**src/rtl/ntt_coeff_loader_if.sv**
```systemverilog
// Coefficient stream into the NTT loader: valid/ready with a last-beat marker.
interface ntt_coeff_loader_if #(
    parameter int DW = 16
);
    logic          s_valid;
    logic          s_ready;
    logic [DW-1:0] s_data;
    logic          s_last;

    modport master (
        output s_valid,
        output s_data,
        output s_last,
        input  s_ready
    );

    modport slave (
        input  s_valid,
        input  s_data,
        input  s_last,
        output s_ready
    );
endinterface

```
**src/rtl/ntt_coeff_loader.sv**
```systemverilog
// Loads one polynomial into the NTT core's coefficient BRAM, reducing each beat mod Q,
// then kicks the core and reports when it finishes.
module ntt_coeff_loader #(
    parameter int N  = 256,
    parameter int AW = 8,
    parameter int DW = 16,
    parameter int Q  = 3329,
    parameter int BM = 20158
) (
    input  logic                clk,
    input  logic                rst,
    input  logic                go,
    input  logic                mode,
    ntt_coeff_loader_if.slave   s,
    output logic                bram_we,
    output logic [AW-1:0]       bram_addr,
    output logic [DW-1:0]       bram_din,
    output logic                ntt_start,
    output logic                ntt_mode,
    input  logic                ntt_done,
    output logic                busy,
    output logic                done,
    output logic                err_len
);

    localparam logic [2:0] ST_IDLE  = 3'd0;
    localparam logic [2:0] ST_LOAD  = 3'd1;
    localparam logic [2:0] ST_FLUSH = 3'd2;
    localparam logic [2:0] ST_KICK  = 3'd3;
    localparam logic [2:0] ST_WAIT  = 3'd4;
    localparam logic [2:0] ST_DONE  = 3'd5;

    localparam int          PW       = 2 * DW;
    localparam logic [AW-1:0] LAST_IDX = AW'(N - 1);

    // Barrett with shift 26 leaves at most one extra Q for any DW-bit input.
    function automatic logic [DW-1:0] barrett_reduce(input logic [DW-1:0] x);
        logic [PW-1:0] prod;
        logic [PW-1:0] tq;
        logic [PW-1:0] r;
        prod = {{DW{1'b0}}, x} * PW'(BM);
        tq   = (prod >> 26) * PW'(Q);
        r    = {{DW{1'b0}}, x} - tq;
        r    = (r >= PW'(Q)) ? (r - PW'(Q)) : r;
        return DW'(r);
    endfunction

    logic [2:0]    r_state;
    logic [AW-1:0] r_cnt;
    logic          r_we;
    logic [AW-1:0] r_addr;
    logic [DW-1:0] r_din;
    logic          r_start;
    logic          r_mode;
    logic          r_done;
    logic          r_err;

    logic w_ready;
    logic w_accept;
    logic w_at_last;

    // Beat acceptance decode from the registered state.
    always_comb begin
        w_ready   = (r_state == ST_LOAD);
        w_accept  = s.s_valid & w_ready;
        w_at_last = (r_cnt == LAST_IDX);
    end

    // Sequencer: load, flush final write, kick core, wait for it, report.
    always_ff @(posedge clk) begin
        if (!rst) begin
            r_state <= ST_IDLE;
            r_cnt   <= {AW{1'b0}};
            r_we    <= 1'b0;
            r_addr  <= {AW{1'b0}};
            r_din   <= {DW{1'b0}};
            r_start <= 1'b0;
            r_mode  <= 1'b0;
            r_done  <= 1'b0;
            r_err   <= 1'b0;
        end else begin
            r_we    <= 1'b0;
            r_start <= 1'b0;
            r_done  <= 1'b0;
            case (r_state)
                ST_IDLE: begin
                    if (go) begin
                        r_mode  <= mode;
                        r_err   <= 1'b0;
                        r_cnt   <= {AW{1'b0}};
                        r_state <= ST_LOAD;
                    end
                end
                ST_LOAD: begin
                    if (w_accept) begin
                        r_we   <= 1'b1;
                        r_addr <= r_cnt;
                        r_din  <= barrett_reduce(s.s_data);
                        // Counter is checked before increment so it never wraps.
                        if (w_at_last) begin
                            r_state <= ST_FLUSH;
                            if (!s.s_last) begin
                                r_err <= 1'b1;
                            end
                        end else begin
                            r_cnt <= r_cnt + AW'(1);
                            if (s.s_last) begin
                                r_err   <= 1'b1;
                                r_state <= ST_IDLE;
                            end
                        end
                    end
                end
                ST_FLUSH: begin
                    r_start <= 1'b1;
                    r_state <= ST_KICK;
                end
                ST_KICK: begin
                    r_state <= ST_WAIT;
                end
                ST_WAIT: begin
                    if (ntt_done) begin
                        r_done  <= 1'b1;
                        r_state <= ST_DONE;
                    end
                end
                ST_DONE: begin
                    r_state <= ST_IDLE;
                end
                default: begin
                    r_state <= ST_IDLE;
                end
            endcase
        end
    end

    assign s.s_ready = w_ready;
    assign bram_we   = r_we;
    assign bram_addr = r_addr;
    assign bram_din  = r_din;
    assign ntt_start = r_start;
    assign ntt_mode  = r_mode;
    assign busy      = (r_state != ST_IDLE);
    assign done      = r_done;
    assign err_len   = r_err;

endmodule

```
**src/flat_wrapper.sv**
```systemverilog
// flat-port wrapper written by rule: the top's interface ports become plain ports
module ntt_coeff_loader_flat 
#(
    parameter int N  = 256,
    parameter int AW = 8,
    parameter int DW = 16,
    parameter int Q  = 3329,
    parameter int BM = 20158
)
  (clk, rst, go, mode, bram_we, bram_addr, bram_din, ntt_start, ntt_mode, ntt_done, busy, done, err_len, s_s_valid, s_s_data, s_s_last, s_s_ready);
  ntt_coeff_loader_if #(.DW(DW)) s_i ();
  input  logic clk;
  input  logic rst;
  input  logic go;
  input  logic mode;
  output logic bram_we;
  output logic [AW-1:0] bram_addr;
  output logic [DW-1:0] bram_din;
  output logic ntt_start;
  output logic ntt_mode;
  input  logic ntt_done;
  output logic busy;
  output logic done;
  output logic err_len;
  input wire logic [$bits(s_i.s_valid)-1:0] s_s_valid;
  input wire logic [$bits(s_i.s_data)-1:0] s_s_data;
  input wire logic [$bits(s_i.s_last)-1:0] s_s_last;
  output wire logic [$bits(s_i.s_ready)-1:0] s_s_ready;
  assign s_i.s_valid = s_s_valid;
  assign s_i.s_data = s_s_data;
  assign s_i.s_last = s_s_last;
  assign s_s_ready = s_i.s_ready;
  ntt_coeff_loader #(.N(N), .AW(AW), .DW(DW), .Q(Q), .BM(BM)) u_core (.clk(clk), .rst(rst), .go(go), .mode(mode), .s(s_i), .bram_we(bram_we), .bram_addr(bram_addr), .bram_din(bram_din), .ntt_start(ntt_start), .ntt_mode(ntt_mode), .ntt_done(ntt_done), .busy(busy), .done(done), .err_len(err_len));
endmodule
```
**config.mk**
```make
export PLATFORM = sky130hd
export DESIGN_NAME = ntt_coeff_loader_flat
export DESIGN_NICKNAME = d
export VERILOG_FILES = /design/src/rtl/ntt_coeff_loader_if.sv /design/src/rtl/ntt_coeff_loader.sv /design/src/flat_wrapper.sv
export SDC_FILE = /design/constraint.sdc
export NUM_CORES = 1
export LEC_CHECK = 0
export ABC_CLOCK_PERIOD_IN_PS = 12600
export CORE_MARGIN = 2
export CORE_UTILIZATION = 30
export DETAILED_ROUTE_END_ITERATION = 10
export SLEW_MARGIN = 0
export SYNTH_ARGS = -nofsm -noshare
export SYNTH_HDL_FRONTEND = slang
export SYNTH_SLANG_ARGS = --single-unit
```
**constraint.sdc**
```tcl
create_clock -name clk -period 12.6 [get_ports clk]
set_input_delay 1.89 -clock clk [delete_from_list [all_inputs] [get_ports clk]]
set_output_delay 1.89 -clock clk [all_outputs]
set_load 0.02 [all_outputs]
```
==> results of run 1 <==
## kinds of logic after synthesis
logic type,after synthesis,share of synthesized area
flip-flops,40,0.108
AND/OR/NAND/NOR,174,0.121
adder cells (fa/ha/maj),238,0.500
buffers and inverters,185,0.0962
multiplexers,8,0.0116
XOR/XNOR,29,0.0367
AO/OA/AOI/OAI,145,0.127
## placed cells by master (no fill, tap or decap), types with 25 or more instances in the layout
master             n
fa_1              98
ha_1             140
nor2_1            34
clkdlybuf4s50_1   53
o21ai_0           26
nand2_1           44
dfxtp_1           40
inv_1            169
nand3_1           25
a21oi_1           42
## cells in the mapped netlist, drive strengths merged (6+ instances only)
cell type,number
nor2,34
xor2,10
nor3,13
dfxtp,40
o211ai,7
clkbuf,12
mux2i,6
o21bai,6
nand2,44
ha,140
nand3,25
a21oi,43
o21a,8
a31oi,7
o21ai,28
xnor2,19
nor4,6
or3,8
fa,98
nand4,11
inv,169
a21o,13
## through the flow
step                instance area, µm²  hold WS, ns
finish                            8510        0.455
global route                      8510        0.481
CTS                               8510        0.460
detailed placement                8360        0.450
global placement                  8360        0.442
floorplan                         7430        0.450
## registers in the layout (all words and copies together), names as in the netlist
name,count
u_core.bram_din,16
u_core.bram_addr,8
u_core.r_cnt,8
u_core.r_state,3
u_core.bram_we,1
u_core.done,1
u_core.err_len,1
u_core.ntt_mode,1
u_core.ntt_start,1
## worst min path at each step
stage	from	depth (start not counted)	endpoint
2_1_floorplan	u_core.r_cnt[7]$_SDFFE_PN0P_	2	u_core.bram_addr[7]$_SDFFE_PN0P_
3_3_place_gp	u_core.bram_addr[2]$_SDFFE_PN0P_	2	u_core.bram_addr[2]$_SDFFE_PN0P_
3_5_place_dp	u_core.bram_addr[1]$_SDFFE_PN0P_	2	u_core.bram_addr[1]$_SDFFE_PN0P_
6_report	u_core.bram_addr[0]$_SDFFE_PN0P_	2	u_core.bram_addr[0]$_SDFFE_PN0P_
4_1_cts	u_core.bram_addr[0]$_SDFFE_PN0P_	2	u_core.bram_addr[0]$_SDFFE_PN0P_
5_1_grt	u_core.bram_addr[0]$_SDFFE_PN0P_	2	u_core.bram_addr[0]$_SDFFE_PN0P_
## critical path: cells and delay by family
kind	cells	cell delay [ns]
fa+ha+maj	11	5.02
compound gates	13	2.59
buf+inv	9	1.24
simple gates	7	0.90
xor+xnor	2	0.29
## cell type report
cell class | count | area [µm²]
inverters | 169 | 634
repair buffers | 63 | 606
fillers | 2491 | 15800
multi-input cells | 594 | 5910
clock buffers | 6 | 139
clock inverters | 2 | 15.0
well taps | 324 | 405
flip-flops and latches | 40 | 801
## routing by layer
metal | global-route usage | vias up
met5 | 0 | -
met4 | 0.0300 | 0
met3 | 0.0105 | 17
met2 | 0.221 | 92
met1 | 0.188 | 2706
li1 | - | 2858
==> reports/metrics.cfg, run 1 <==
[run_status]
status = complete, no violations

[global_routing]
grt_pass1_wl_um = 28300
grtUsageTotal = 0.133
antenna_found_initial = 0
grt_max_degree = 35
grt_pass1_vias = 5689
grt.overflow.total = 0

[drt]
wirelength_um = 16800
drt_iter0_drc = 223
route.detailed.drc = 0
final_antenna_net_count = 0
wl_met1_um = 8310
top_layer = met4
route.met2.wl_um = 7810
firstDrtPassIters = 4
wl_met3_um = 442
via_per_inst = 4.74
vias = 5673
wl_per_cell_um = 14.0

[setup_path]
cpMaxStageDelayCell = clkdlybuf4s50_1
path_class = in -> reg
cp_data_arrival_time_ns = 11.97
endpoint_kind = flop
worst-r2r-setup-slack_ns = 9.31
r2r_end = u_core.r_cnt[7]$_SDFFE_PN0P_
crit_path_start = s_s_data[10]
critPathMaxFanout = 10
cp_common_cell = fa_1
reg2reg_from = u_core.r_state[0]$_SDFFE_PN0P_
endpoint = u_core.bram_din[2]$_SDFFE_PN0P_
reg2reg_depth = 7
cp_slowest_stage_delay_ns = 0.72
crit_required_ns = 12.80
critPathLaunchType = input pin

[layout]
final_cells = 1198
fin_util = 0.350
nets = 1134
diodes = 0
area_growth_syn_to_layout_pct = 14.6
drive_gt1_frac = 0.0332

[die]
num_rows = 57
boundaryPins = 54
start_util = 0.305
die_w_um = 161
core_um2 = 24300
die_area_um2 = 26000
die_h_um = 161

[cts]
cts_resized = 0
cts.sinks = 40
cts.clk_slew.worst_paths_ns = 0.06
ctsHoldBuffers = 0
numCtsBuffers = 5
cts_setup_buffers = 0
cts_tree = yes
clk_path_buf_depth = 2
cts_max_level = 2
clockRootBuffer = clkbuf_16
clock_latency_ns = 0.29

[place]
hpwl_um = 14600
portBuffers = 53
dp.cells = 1190
finalWeightedCongestion = 0.872
pre_cts_ws_ns = 0.495

[timing]
finalSetupTns_ns = 0
skew_ns = 0.00668
worst_slack_ns = 0.829
fin_crit_ns = 11.77
finalCritPeriodShare = 0.934
rsz0062_at_grt = no
worst_pin_slew_ns = 0.725
fmax_ghz = 0.0850
finalSetupViolations = 0
drv_slew = 0
slew_headroom = 0.515
hold_viol = 0

[synthesis]
avgSynthCellArea_um2 = 9.07
yosys_warnings = 0
synthTopCellsByArea = fa_1 (26%), ha_1 (24%), dfxtp_1 (11%)
netlist_area_um2 = 7430
synth_edf_count = 0
synth_nets = 1080
ys_seq_area_frac = 0.108
synth_top_area_share = 0.264
netlist_instances = 819
synth_flop_cell = dfxtp_1
synth-seq-cells = 40
async_flop_share = 0
yosys.area.top_type = fa_1
yosys.cell_types.count = 61

[min_path]
hp-class = reg -> reg

[run]
cap_viol_max_count = 0

Power of run 1 is not shown: default switching activity piles up to over one toggle a cycle in this logic, so the estimate is an artifact.
==> run 2: changes to the inputs <==
--- a/config.mk
+++ b/config.mk
@@ -9,6 +9,7 @@
 export CORE_MARGIN = 2
 export CORE_UTILIZATION = 30
 export DETAILED_ROUTE_END_ITERATION = 10
+export PLACE_DENSITY = 0.46
 export SLEW_MARGIN = 0
 export SYNTH_ARGS = -nofsm -noshare
 export SYNTH_HDL_FRONTEND = slang
==> reports/metrics.cfg, run 2 (synthesized netlist as in run 1, its figures left out) <==
[layout]
nFillCells = 2525
drive_gt1_frac = 0.0321
final_common_cell = inv_1
area_growth_syn_to_layout_pct = 15.1
largest_register_ffs = 16
mostFrequentLayoutCells = inv_1 (169), ha_1 (140), fa_1 (98)
regArea_um2 = 801
diodes = 0
final_cells = 1197
multi_input_area_um2 = 5910
nets = 1134

[timing]
fin_crit_ns = 11.83
hold_viol = 0
slew_headroom = 0.487
skew_ns = 0.00694
drv_slew = 0
finalSetupViolations = 0
worst_pin_slew_ns = 0.764
worst_slack_ns = 0.765
rsz0062_at_grt = no
finalCritPeriodShare = 0.939
finalSetupTns_ns = 0
fmax_ghz = 0.0845

[cts]
ctsHoldBuffers = 0
numCtsBuffers = 5
cts_tree = yes
clk_path_buf_depth = 2
clock_latency_ns = 0.28
cts_setup_buffers = 0
clockRootBuffer = clkbuf_16
cts.sinks = 40
cts_max_level = 2
cts_resized = 0
cts.clk_slew.worst_paths_ns = 0.06

[place]
hpwl_um = 15300
pre_cts_ws_ns = 0.397
finalWeightedCongestion = 0.814
portBuffers = 53
dp.cells = 1190

[setup_path]
crit_family = adder cells
cp_data_arrival_time_ns = 12.04
crit_required_ns = 12.80
path_class = in -> reg
critPathLaunchType = input pin
cp_num_buf_inv = 9
cpMaxStageDelayCell = fa_1
critPathMaxFanout = 11
endpoint_kind = flop
cp_slowest_stage_delay_ns = 0.69
cp_common_cell = fa_1

[drt]
wirelength_um = 17700
wl_per_cell_um = 14.8
route.detailed.drc = 0
drt_iter0_drc = 327
firstDrtPassIters = 7
final_antenna_net_count = 0
via_per_inst = 4.62
vias = 5533

[global_routing]
grt_pass1_wl_um = 29500
grt_max_degree = 35
grt.overflow.total = 0
grt_pass1_vias = 5580
grtUsageTotal = 0.142
antenna_found_initial = 0

[die]
die_w_um = 161
die_h_um = 161
die_area_um2 = 26000
start_util = 0.305
core_um2 = 24300
num_rows = 57
boundaryPins = 54

[run]
cap_viol_max_count = 0

[min_path]
hp-class = reg -> reg

[run_status]
status = complete, no violations

==> run 2: final cells by class <==
cell class              instances  area share
clock inverters                 2     0.00703
well taps                     324      0.0474
inverters                     169      0.0742
repair buffers                 63      0.0711
clock buffers                   5      0.0146
flip-flops and latches         40      0.0937
multi-input cells             594       0.692
==> run 2: worst paths after layout <==
kind / startpoint / endpoint / slack (ns) / cells after the start
max reg2reg: u_core.r_state[0]$_SDFFE_PN0P_ / u_core.r_cnt[7]$_SDFFE_PN0P_ / 9.19 / 7
max: s_s_data[9] / u_core.bram_din[6]$_SDFFE_PN0P_ / 0.77 / 42
min reg2reg: u_core.bram_addr[7]$_SDFFE_PN0P_ / u_core.bram_addr[7]$_SDFFE_PN0P_ / 0.46 / 2
min: u_core.bram_addr[7]$_SDFFE_PN0P_ / u_core.bram_addr[7]$_SDFFE_PN0P_ / 0.46 / 2
==> run 2: layer usage <==
layer	wire length (µm)	global-route usage	share of wire	vias to the layer above
met4	103	0.0179	0.0058	0
met1	9120	0.210	0.52	2602
li1	-	-	-	2858
met3	307	0.00847	0.017	9
met2	8170	0.233	0.46	64
met5	0	0	0	-
==> run 2: worst reg2reg max path, cell delays in order (launching register included) <==
cell and delay [ns]:
dfxtp_1 0.40, inv_1 0.16, nor3_1 0.67, nand2_1 0.68, a22oi_1 0.64, nand4_1 0.29, or3_1 0.37, a21oi_1 0.14
==> run 2: per-stage QoR <==
step           area, µm²  hold slack (ns)  utilization
6_report            8550            0.456        0.351
5_1_grt             8550            0.479        0.351
4_1_cts             8540            0.459        0.351
3_5_place_dp        8360            0.450        0.344
3_3_place_gp        8360            0.445        0.344
2_1_floorplan       7430            0.450            -
Power of run 2 is left out for the same reason.
==> run 3: changes to the inputs <==
--- a/config.mk
+++ b/config.mk
@@ -6,10 +6,12 @@
 export NUM_CORES = 1
 export LEC_CHECK = 0
 export ABC_CLOCK_PERIOD_IN_PS = 12600
+export CAP_MARGIN = 10
 export CORE_MARGIN = 2
 export CORE_UTILIZATION = 30
 export DETAILED_ROUTE_END_ITERATION = 10
 export PLACE_DENSITY = 0.46
+export SKIP_CTS_REPAIR_TIMING = 1
 export SLEW_MARGIN = 0
 export SYNTH_ARGS = -nofsm -noshare
 export SYNTH_HDL_FRONTEND = slang
==> results of run 3 <==
The final DEF is identical to that of run 2; final timing and power are the same.
Power of run 3 is left out for the same reason.
